File: config.mk
export PLATFORM = sky130hd
export DESIGN_NAME = fifo_drain_arb
export DESIGN_NICKNAME = d
export VERILOG_FILES = /design/src/rtl/fifo_pkg.sv /design/src/rtl/rr_pick.sv /design/src/rtl/fifo_drain_arb.sv
export SDC_FILE = /design/constraint.sdc
export NUM_CORES = 1
export LEC_CHECK = 0
export ABC_AREA = 1
export ABC_CLOCK_PERIOD_IN_PS = 2850
export CAP_MARGIN = 20
export CORE_ASPECT_RATIO = 0.7
export CORE_MARGIN = 3
export CORE_UTILIZATION = 47
export CTS_CLUSTER_SIZE = 28
export DETAILED_ROUTE_END_ITERATION = 12
export PLACE_DENSITY = 0.95
export REMOVE_ABC_BUFFERS = 1
export SETUP_SLACK_MARGIN = 0.3
export SLEW_MARGIN = 20
export SYNTH_ARGS = -nofsm -noshare
export SYNTH_HDL_FRONTEND = slang
export SYNTH_SLANG_ARGS = --single-unit
export TNS_END_PERCENT = 10
File: constraint.sdc
create_clock -name clk -period 2.85 [get_ports clk]
set_clock_uncertainty 0.15 [all_clocks]
set_input_delay 0.57 -clock clk [delete_from_list [all_inputs] [get_ports clk]]
set_output_delay 0.57 -clock clk [all_outputs]
set_load 0.005 [all_outputs]
File: src/rtl/fifo_pkg.sv
// fifo_pkg: items shared by the FIFO drain arbiter and its round-robin picker.
//   state_t : arbiter FSM states (IDLE -> POP -> WAIT -> SEND -> IDLE)
//   id_w()  : width of a channel index; never narrower than 1 bit, so that a
//             single-channel build still has a real (constant-zero) id port.
package fifo_pkg;

  typedef enum logic [1:0] {
    ST_IDLE = 2'd0,
    ST_POP  = 2'd1,
    ST_WAIT = 2'd2,
    ST_SEND = 2'd3
  } state_t;

  function automatic int id_w(input int n);
    return (n > 1) ? $clog2(n) : 1;
  endfunction

endpackage

File: src/rtl/rr_pick.sv
// rr_pick: combinational round-robin search.
//   req     : [N_REQ-1:0] request vector (1 = channel has data)
//   ptr     : [IDW-1:0]   channel with highest priority; must be < N_REQ
//   pick    : [IDW-1:0]   first requesting channel at or above ptr, wrapping
//                         modulo N_REQ (0 when nothing requests)
//   any_req : 1 when at least one request bit is set
module rr_pick
  import fifo_pkg::*;
#(
  parameter int N_REQ = 4,
  parameter int IDW   = id_w(N_REQ)
) (
  input  logic [N_REQ-1:0] req,
  input  logic [IDW-1:0]   ptr,
  output logic [IDW-1:0]   pick,
  output logic             any_req
);

  // One extra bit so ptr + offset cannot overflow before the modulo wrap.
  localparam int SW = IDW + 1;

  logic [IDW-1:0]   cand [N_REQ];
  logic [N_REQ-1:0] hit;

  // cand[gi] is the channel sitting gi places after ptr; hit[gi] says whether
  // it requests. The wrap is a single conditional subtract because ptr < N_REQ.
  for (genvar gi = 0; gi < N_REQ; gi++) begin : g_cand
    logic [SW-1:0] sum;
    assign sum       = {1'b0, ptr} + SW'(gi);
    assign cand[gi]  = (sum >= SW'(N_REQ)) ? IDW'(sum - SW'(N_REQ)) : sum[IDW-1:0];
    assign hit[gi]   = req[cand[gi]];
  end

  assign any_req = |req;

  // Scan from the far end so the smallest offset is written last and wins.
  always_comb begin
    pick = '0;
    for (int i = N_REQ - 1; i >= 0; i--) begin
      if (hit[i]) begin
        pick = cand[i];
      end
    end
  end

endmodule

File: src/rtl/fifo_drain_arb.sv
// fifo_drain_arb: drains N_DTPS upstream FIFOs round-robin into one
// valid/ready stream, one word per IDLE->POP->WAIT->SEND pass.
//   clk, rst      : clock; asynchronous active-high reset
//   i_fifo_data   : channel k word at [k*FIFO_WIDTH +: FIFO_WIDTH], valid the
//                   cycle after o_pop[k]
//   i_fifo_empty  : per-channel empty flags (sampled only in IDLE)
//   o_pop         : per-channel pop strobe, one-hot during POP, else zero
//   o_data, o_id  : merged word and its source channel
//   o_valid       : high throughout SEND
//   i_ready       : consumer accepts the word (only meaningful in SEND)
//   o_count       : words delivered, saturating at all-ones
module fifo_drain_arb
  import fifo_pkg::*;
#(
  parameter int N_DTPS     = 4,
  parameter int FIFO_WIDTH = 16,
  parameter int CNT_W      = 16
) (
  input  logic                         clk,
  input  logic                         rst,
  input  logic [N_DTPS*FIFO_WIDTH-1:0] i_fifo_data,
  input  logic [N_DTPS-1:0]            i_fifo_empty,
  output logic [N_DTPS-1:0]            o_pop,
  output logic [FIFO_WIDTH-1:0]        o_data,
  output logic [id_w(N_DTPS)-1:0]      o_id,
  output logic                         o_valid,
  input  logic                         i_ready,
  output logic [CNT_W-1:0]             o_count
);

  localparam int             IDW     = id_w(N_DTPS);
  localparam logic [IDW-1:0] LAST_ID = IDW'(N_DTPS - 1);

  state_t                  state_reg, state_next;
  logic [IDW-1:0]          grant_reg, grant_next;
  logic [IDW-1:0]          rr_ptr_reg, rr_ptr_next;
  logic [IDW-1:0]          id_reg, id_next;
  logic [FIFO_WIDTH-1:0]   data_reg, data_next;
  logic [CNT_W-1:0]        count_reg, count_next;

  logic [FIFO_WIDTH-1:0]   chan_data [N_DTPS];
  logic [N_DTPS-1:0]       req_vec;
  logic [IDW-1:0]          pick;
  logic                    any_req;

  assign req_vec = ~i_fifo_empty;

  for (genvar gi = 0; gi < N_DTPS; gi++) begin : g_chan
    assign chan_data[gi] = i_fifo_data[gi*FIFO_WIDTH +: FIFO_WIDTH];
    assign o_pop[gi]     = (state_reg == ST_POP) && (grant_reg == IDW'(gi));
  end

  rr_pick #(
    .N_REQ (N_DTPS),
    .IDW   (IDW)
  ) u_rr_pick (
    .req     (req_vec),
    .ptr     (rr_ptr_reg),
    .pick    (pick),
    .any_req (any_req)
  );

  always_ff @(posedge clk or posedge rst) begin
    if (rst) begin
      state_reg  <= ST_IDLE;
      grant_reg  <= '0;
      rr_ptr_reg <= '0;
      id_reg     <= '0;
      data_reg   <= '0;
      count_reg  <= '0;
    end else begin
      state_reg  <= state_next;
      grant_reg  <= grant_next;
      rr_ptr_reg <= rr_ptr_next;
      id_reg     <= id_next;
      data_reg   <= data_next;
      count_reg  <= count_next;
    end
  end

  always_comb begin
    state_next  = state_reg;
    grant_next  = grant_reg;
    rr_ptr_next = rr_ptr_reg;
    id_next     = id_reg;
    data_next   = data_reg;
    count_next  = count_reg;

    case (state_reg)
      ST_IDLE: begin
        if (any_req) begin
          grant_next = pick;
          state_next = ST_POP;
        end
      end
      ST_POP: begin
        state_next = ST_WAIT;
      end
      ST_WAIT: begin
        // Upstream data for the granted channel is valid in this cycle.
        data_next  = chan_data[grant_reg];
        id_next    = grant_reg;
        state_next = ST_SEND;
      end
      ST_SEND: begin
        if (i_ready) begin
          rr_ptr_next = (grant_reg == LAST_ID) ? '0 : grant_reg + IDW'(1);
          if (count_reg != '1) begin
            count_next = count_reg + CNT_W'(1);
          end
          state_next = ST_IDLE;
        end
      end
      default: begin
        state_next = ST_IDLE;
      end
    endcase
  end

  assign o_valid = (state_reg == ST_SEND);
  assign o_data  = data_reg;
  assign o_id    = id_reg;
  assign o_count = count_reg;

endmodule

# Word-level counts from Yosys, hierarchy flattened
# Cells that the tools add are included.
dict set report totals {
  out_inout_bits 39
  inputBits 71
  wordCells 69
  register_bits 40
}
dict set report classes {
  n_mux 23
  reduce_logical 11
  n_bitwise 2
  add_sub_neg 9
  magnitude_cmp 9
  eq_ne 9
}
# op count
set op_table {}
lappend op_table {{16-bit binary-select mux with 2-bit select} 1}
lappend op_table {{16-bit two-way mux} 2}
lappend op_table {{2-bit two-way mux} 11}
lappend op_table {{16-bit by 1-bit adder with 16-bit output, second input constant} 1}
lappend op_table {{16-bit != test, second input constant} 1}
lappend op_table {{3-bit >= comparator, second input constant} 4}
lappend op_table {{2-bit by 3-bit < comparator with 1-bit output, second input constant} 4}
lappend op_table {{1-bit binary-select mux with 2-bit select} 4}
lappend op_table {{2-bit equality test, second input constant} 4}
lappend op_table {{2-bit case mux with 4 select lines} 1}
lappend op_table {{2-bit by 1-bit subtractor with 2-bit output, second input constant} 4}
lappend op_table {{2-bit by 2-bit adder with 3-bit output, second input constant} 2}
lappend op_table {{2-bit AND reduction} 3}
lappend op_table {{2-bit by 1-bit equality test with 1-bit output, second input constant} 2}
lappend op_table {{1-bit logical AND} 4}
lappend op_table {{2-bit zero test} 2}
lappend op_table {{1-bit two-way mux} 4}
lappend op_table {{4-bit inverter} 1}
lappend op_table {{4-bit OR reduction} 1}
lappend op_table {{2-bit by 1-bit adder with 3-bit output, second input constant} 1}
lappend op_table {{2-bit by 3-bit >= comparator with 1-bit output, second input constant} 1}
lappend op_table {{2-bit inverter with 3-bit output} 1}
lappend op_table {{3-bit AND reduction} 1}
lappend op_table {{2-bit by 1-bit adder with 2-bit output, second input constant} 1}
lappend op_table {{other kinds (2)} 2}

# Depth between registers and ports, before layout
# Gate-level depths: netlist of the first run.
dict set report logic_depth {
  depth_word 9
  depth_mapped 10
  mapped_depth_nobuf 9
}

# Modules after synthesis
# From an unflattened synthesis of the first run, not the netlist that was laid out.
dict set report unflattened {
  hier_cells 408
  area_unflattened_um2 2723.9
}
# mod area_each_um2 cells_each seq_area_each_um2 instances
set by_module_without_submodules {}
lappend by_module_without_submodules {fifo_drain_arb 2534.9 362 1001.0 1}
lappend by_module_without_submodules {rr_pick 188.9 46 0.0 1}

# Least setup slack after synthesis of the first run
# No wires, ideal clock.
dict set report synth_timing {
  path_type {flip-flop to output port}
  start {reg grant_reg[0]}
  end {out o_pop[0]}
  required_time_ps 2130
  path_slack_ps 964
  t_arrival_ps 1166
  n_path_buf 2
  stages_incl_launch_ff 7
  path_cell_list {dfrtp_1 -> buf_2 -> inv_2 -> clkbuf_1 -> ha_1 -> nand2_1 -> inv_1}
}
dict set report synth_between {
  elab_chain_len 2
}
# element line
set synth_lines {}
lappend synth_lines {{from (decl)} fifo_drain_arb.sv:35} ;# logic [IDW-1:0] grant_reg, grant_next;
lappend synth_lines {{from (signal assigned)} fifo_drain_arb.sv:73} ;# grant_reg <= grant_next;
lappend synth_lines {{2-bit zero test} fifo_drain_arb.sv:50} ;# assign o_pop[gi] = (state_reg == ST_POP) && (grant_reg == IDW'(gi));
lappend synth_lines {{1-bit logical AND} fifo_drain_arb.sv:50}
lappend synth_lines {{to (decl)} fifo_drain_arb.sv:23} ;# output logic [N_DTPS-1:0] o_pop,
# Every way passes these cells.

# Worst setup path after layout of the first run
dict set report layout_timing {
  start {reg grant_reg[1]}
  end {out o_pop[3]}
}
dict set report layout_between {
  elab_chain_len 2
}
# element line
set layout_lines {}
lappend layout_lines {{2-bit equality test} fifo_drain_arb.sv:50}
lappend layout_lines {{1-bit logical AND} fifo_drain_arb.sv:50}
# Every way passes these cells.

==> results of run 1 <==
[worst max-delay path, cell delays in order, from the launching register on]
cell and delay, ps:
sky130_fd_sc_hd__dfrtp_1 410, sky130_fd_sc_hd__buf_6 220, sky130_fd_sc_hd__ha_1 200, sky130_fd_sc_hd__nand2_1 70, sky130_fd_sc_hd__inv_1 50, sky130_fd_sc_hd__clkdlybuf4s50_1 490
[through the flow]
stage	power (uW)	hold slack, ps	instance area [sq um]	setup WS, ps
2_1_floorplan	2050	326	2640	600
3_3_place_gp	2810	319	3850	714
3_5_place_dp	2930	324	3850	663
4_1_cts	3430	347	3970	328
5_1_grt	3700	361	3980	299
6_report	3450	359	3980	380
[routing by layer]
| metal | vias to the layer above | GRT usage (%) |
|---|---|---|
| met5 | - | 0 |
| met4 | 0 | 7.17 |
| met3 | 21 | 4.72 |
| met2 | 142 | 41.7 |
| met1 | 1386 | 29.6 |
| li1 | 1458 | - |
[cells by family (layout without fill, tap and decap cells)]
logic type	count (synthesis)	in the layout	synth area share, %
and+or+nand+nor	209	209	33.3
AOI/OAI and AO/OA	69	69	14.7
buffers and inverters	51	156	8.29
DFF	40	40	36.6
adders and majority gates	10	10	4.58
xor gates and xnor gates	8	8	2.57
[power by group]
group / internal (uW) / leakage, uW / switching (uW)
sequential: 799 / 0.000486 / 214
combinational: 889 / 0.00122 / 1050
clock: 264 / 0.0000548 / 229
[path summary, 6_finish.rpt]
check	cells after the start	from	end	slack, ps
min reg2reg	2	o_id[0]$_DFFE_PP0P_	o_id[0]$_DFFE_PP0P_	360
min	2	o_id[0]$_DFFE_PP0P_	o_id[0]$_DFFE_PP0P_	360
max in group asynchronous	3	rst	o_data[2]$_DFFE_PP0P_	1650
min in group asynchronous	3	rst	o_count[7]$_DFFE_PP0P_	540
max reg2reg	8	o_count[1]$_DFFE_PP0P_	o_count[6]$_DFFE_PP0P_	990
max	5	grant_reg[1]$_DFFE_PP0P_	o_pop[3]	380
[final cells by class]
class	count	area share, %
clock buffers	5	1.73
clock inverters	3	1.16
inverters	34	3.34
multi-input cells	296	37.8
flip-flops and latches	40	25.2
well taps	72	2.27
repair buffers	114	28.5
[placed cells by master (no fill, tap or decap), types with 2 or more instances in the layout]
master,n
sky130_fd_sc_hd__clkdlybuf4s50_1,109
sky130_fd_sc_hd__nor2_1,91
sky130_fd_sc_hd__nand2_1,78
sky130_fd_sc_hd__dfrtp_1,40
sky130_fd_sc_hd__o21ai_0,34
sky130_fd_sc_hd__inv_1,31
sky130_fd_sc_hd__a31oi_1,17
sky130_fd_sc_hd__nand3_1,14
sky130_fd_sc_hd__ha_1,10
sky130_fd_sc_hd__o21ai_2,8
sky130_fd_sc_hd__nand2_2,6
sky130_fd_sc_hd__xor2_1,6
sky130_fd_sc_hd__o21ai_1,5
sky130_fd_sc_hd__nand4_1,5
sky130_fd_sc_hd__clkbuf_8,5
sky130_fd_sc_hd__nor3_1,4
sky130_fd_sc_hd__buf_4,4
sky130_fd_sc_hd__a21oi_1,3
sky130_fd_sc_hd__inv_4,2
sky130_fd_sc_hd__nor2_4,2
sky130_fd_sc_hd__nor3_2,2
sky130_fd_sc_hd__xnor2_1,2
[repair_timing]
action | CTS | global route
endpoints found under the setup margin | 0 | 4
resized for setup | 0 | 3
hold buffers | 0 | 0
==> results.md, run 1 <==
Clocking:
- In this run the deepest clock path goes through 2 buffers.
- The TritonCTS clock tree is built.
- The H-tree depth reported by CTS is 2.
- The CTS buffer count is 5.
- Clock latency on the worst-skew pair, taken at its later pin, is 300 ps.
- The number of sinks on the clock net is 40.
- The post-CTS clock slew at the launch and capture registers of the worst setup and hold paths is 90 ps.
- The tree is rooted in a sky130_fd_sc_hd__clkbuf_8.
- The number of buffers inserted to repair setup after CTS is 0.

STA:
- The total negative setup slack is 0 ps.
- Timing would allow up to 405 MHz.
- The final critical delay including setup and external delays is 2470 ps.
- The final critical-path share of the clock period is 86.7%.
- The count of endpoints failing setup in the final report is 0.
- The max-slew violation count came to 0.
- The final hold violation count is 0.
- The worst pin sits at a relative slew slack of 65.7%.
- Setup repair after global routing could not meet its margin everywhere.
- The pin slew with the least headroom to its limit is 510 ps.

Status:
- The flow ran to the end, and the final reports show no timing, DRC or antenna violations.

Synth:
- After synthesis, the largest area contributor takes up 36.6% of total cell area.
- The synthesized netlist cell count is 387.
- During synthesis, Yosys emitted a total of 0 warnings.
- The post-synthesis cell area is 2730 sq um.
- sky130_fd_sc_hd__dfrtp_1 takes more of the synthesized area than any other cell.
- By instance count, the leading cell after synthesis is sky130_fd_sc_hd__nor2_1.
- In the post-synthesis netlist, the biggest area contributors are sky130_fd_sc_hd__dfrtp_1 37%, sky130_fd_sc_hd__nor2_1 13%, sky130_fd_sc_hd__nand2_1 11%, sky130_fd_sc_hd__o21ai_0 6.2%, sky130_fd_sc_hd__ha_1 4.6%.
- The synthesis-stage register bit count is 40.
- By count the netlist is led by 91 x sky130_fd_sc_hd__nor2_1, 78 x sky130_fd_sc_hd__nand2_1, 40 x sky130_fd_sc_hd__dfrtp_1.
- Counting distinct cell types in the post-synthesis netlist gives 34.
- Of all flip-flops after synthesis, the portion carrying an async set or reset was 100%.
- After synthesis, the mean cell area works out to 7.06 sq um.
- In this run, synthesis inferred 0 flip-flops with an integrated enable.
- The proportion of synthesized chip area in sequential cells is 36.6%.
- In the synthesized netlist the dominant register cell turns out to be sky130_fd_sc_hd__dfrtp_1.

Floorplan:
- The die is 97.1 um wide.
- Row generation in the floorplan step produced 22 rows.
- The initial cell density of the core is 50.4%.
- The area enclosed by the die boundary is 6780 sq um.
- The floorplan step defined a core boundary enclosing 5420 sq um.
- The number of top-level pins is 110.
- The die height is 69.8 um.

Finish:
- The area growth from synthesis to layout is 45.5%.
- Of the cells placed in the final design, the portion with a size suffix greater than 1 is 7.93%.
- In the final design database the tool counted 572 nets.
- Measured on the finished design, the core utilization comes to 73.3%.
- The area occupied by registers is 1000 sq um.
- Fill cells in the final layout number 402.
- Summing all multi-input logic gate instances after layout gives 1500 sq um.
- For this run, the number of standard cells in the final layout without fillers is 564.
- The number of antenna diodes in the final layout is 0.

Critical path:
- The setup path with the least slack is of type reg2out.
- Data on the critical path arrives at its endpoint at 1750 ps.
- The worst setup path is captured at a primary output.
- In this run the worst path has a maximum fanout of 19.
- The worst setup path is launched from a flip-flop.
- The required arrival time at the worst endpoint is 2130 ps.

GRT:
- The number of antenna violations at the first check in global routing was 0.
- The number of global-route vias before repair is 2803.
- Entering global routing, the biggest net connects 41 pins.
- The total track usage is 23.8%.
- The wire length of the first global-routing pass is 13300 um.
- After global routing the overflow that remains totals 0.

Routing:
- The count of unresolved DRC violations after routing is 0.
- Detailed routing placed a total of 611 um of wire on met3.
- After detailed routing, the number of vias per cell comes to 5.33.
- The number of nets with antenna violations after detailed routing is 0.
- The routed length on met1 is 3460 um.
- The average detailed-routed wire length per instance is 14.7 um.
- The total detailed-routing wirelength is 8300 um.
- The first detailed-routing pass ran for 5 iterations.
- The highest signal layer in the routed design is met4.
- The amount of wire on met2 after detailed routing is 4050 um.
- The via count of the routed design is 3007.
- The detailed router finished its first iteration with 182 violations.

Worst hold path:
- The tightest min-delay check is of the reg2reg type.

Placement:
- The post-detailed-placement half-perimeter wirelength is 6150 um.
- The count of port buffers added during placement is 109.
- Counting tap cells, the placed design contains a total of 556 instances.
- At the end of routability-driven placement, the weighted congestion stood at 0.880.

Power:
- Power spread over the standard cell area amounts to 868 nW/um^2.
- The highest ir drop seen on vdd is 0.000604 V.
- Summed over all cells, the static leakage comes to 0.00176 uW.

Job:
- Across the run, the number of max-cap violations was 0.
Note: power is estimated with default switching activity, not from simulation.
==> inputs of run 2 (changes only) <==
--- a/config.mk
+++ b/config.mk
@@ -16,7 +16,6 @@
 export PLACE_DENSITY = 0.95
 export REMOVE_ABC_BUFFERS = 1
 export SETUP_SLACK_MARGIN = 0.3
-export SLEW_MARGIN = 20
 export SYNTH_ARGS = -nofsm -noshare
 export SYNTH_HDL_FRONTEND = slang
 export SYNTH_SLANG_ARGS = --single-unit
==> results of run 2 <==
Same layout as run 1: the final DEF is identical, and so are final timing and power.
==> inputs of run 3 (changes only) <==
--- a/config.mk
+++ b/config.mk
@@ -16,6 +16,7 @@
 export PLACE_DENSITY = 0.95
 export REMOVE_ABC_BUFFERS = 1
 export SETUP_SLACK_MARGIN = 0.3
+export SLEW_MARGIN = 10
 export SYNTH_ARGS = -nofsm -noshare
 export SYNTH_HDL_FRONTEND = slang
 export SYNTH_SLANG_ARGS = --single-unit
==> results of run 3 <==
Same layout as run 1: the final DEF is identical, and so are final timing and power.
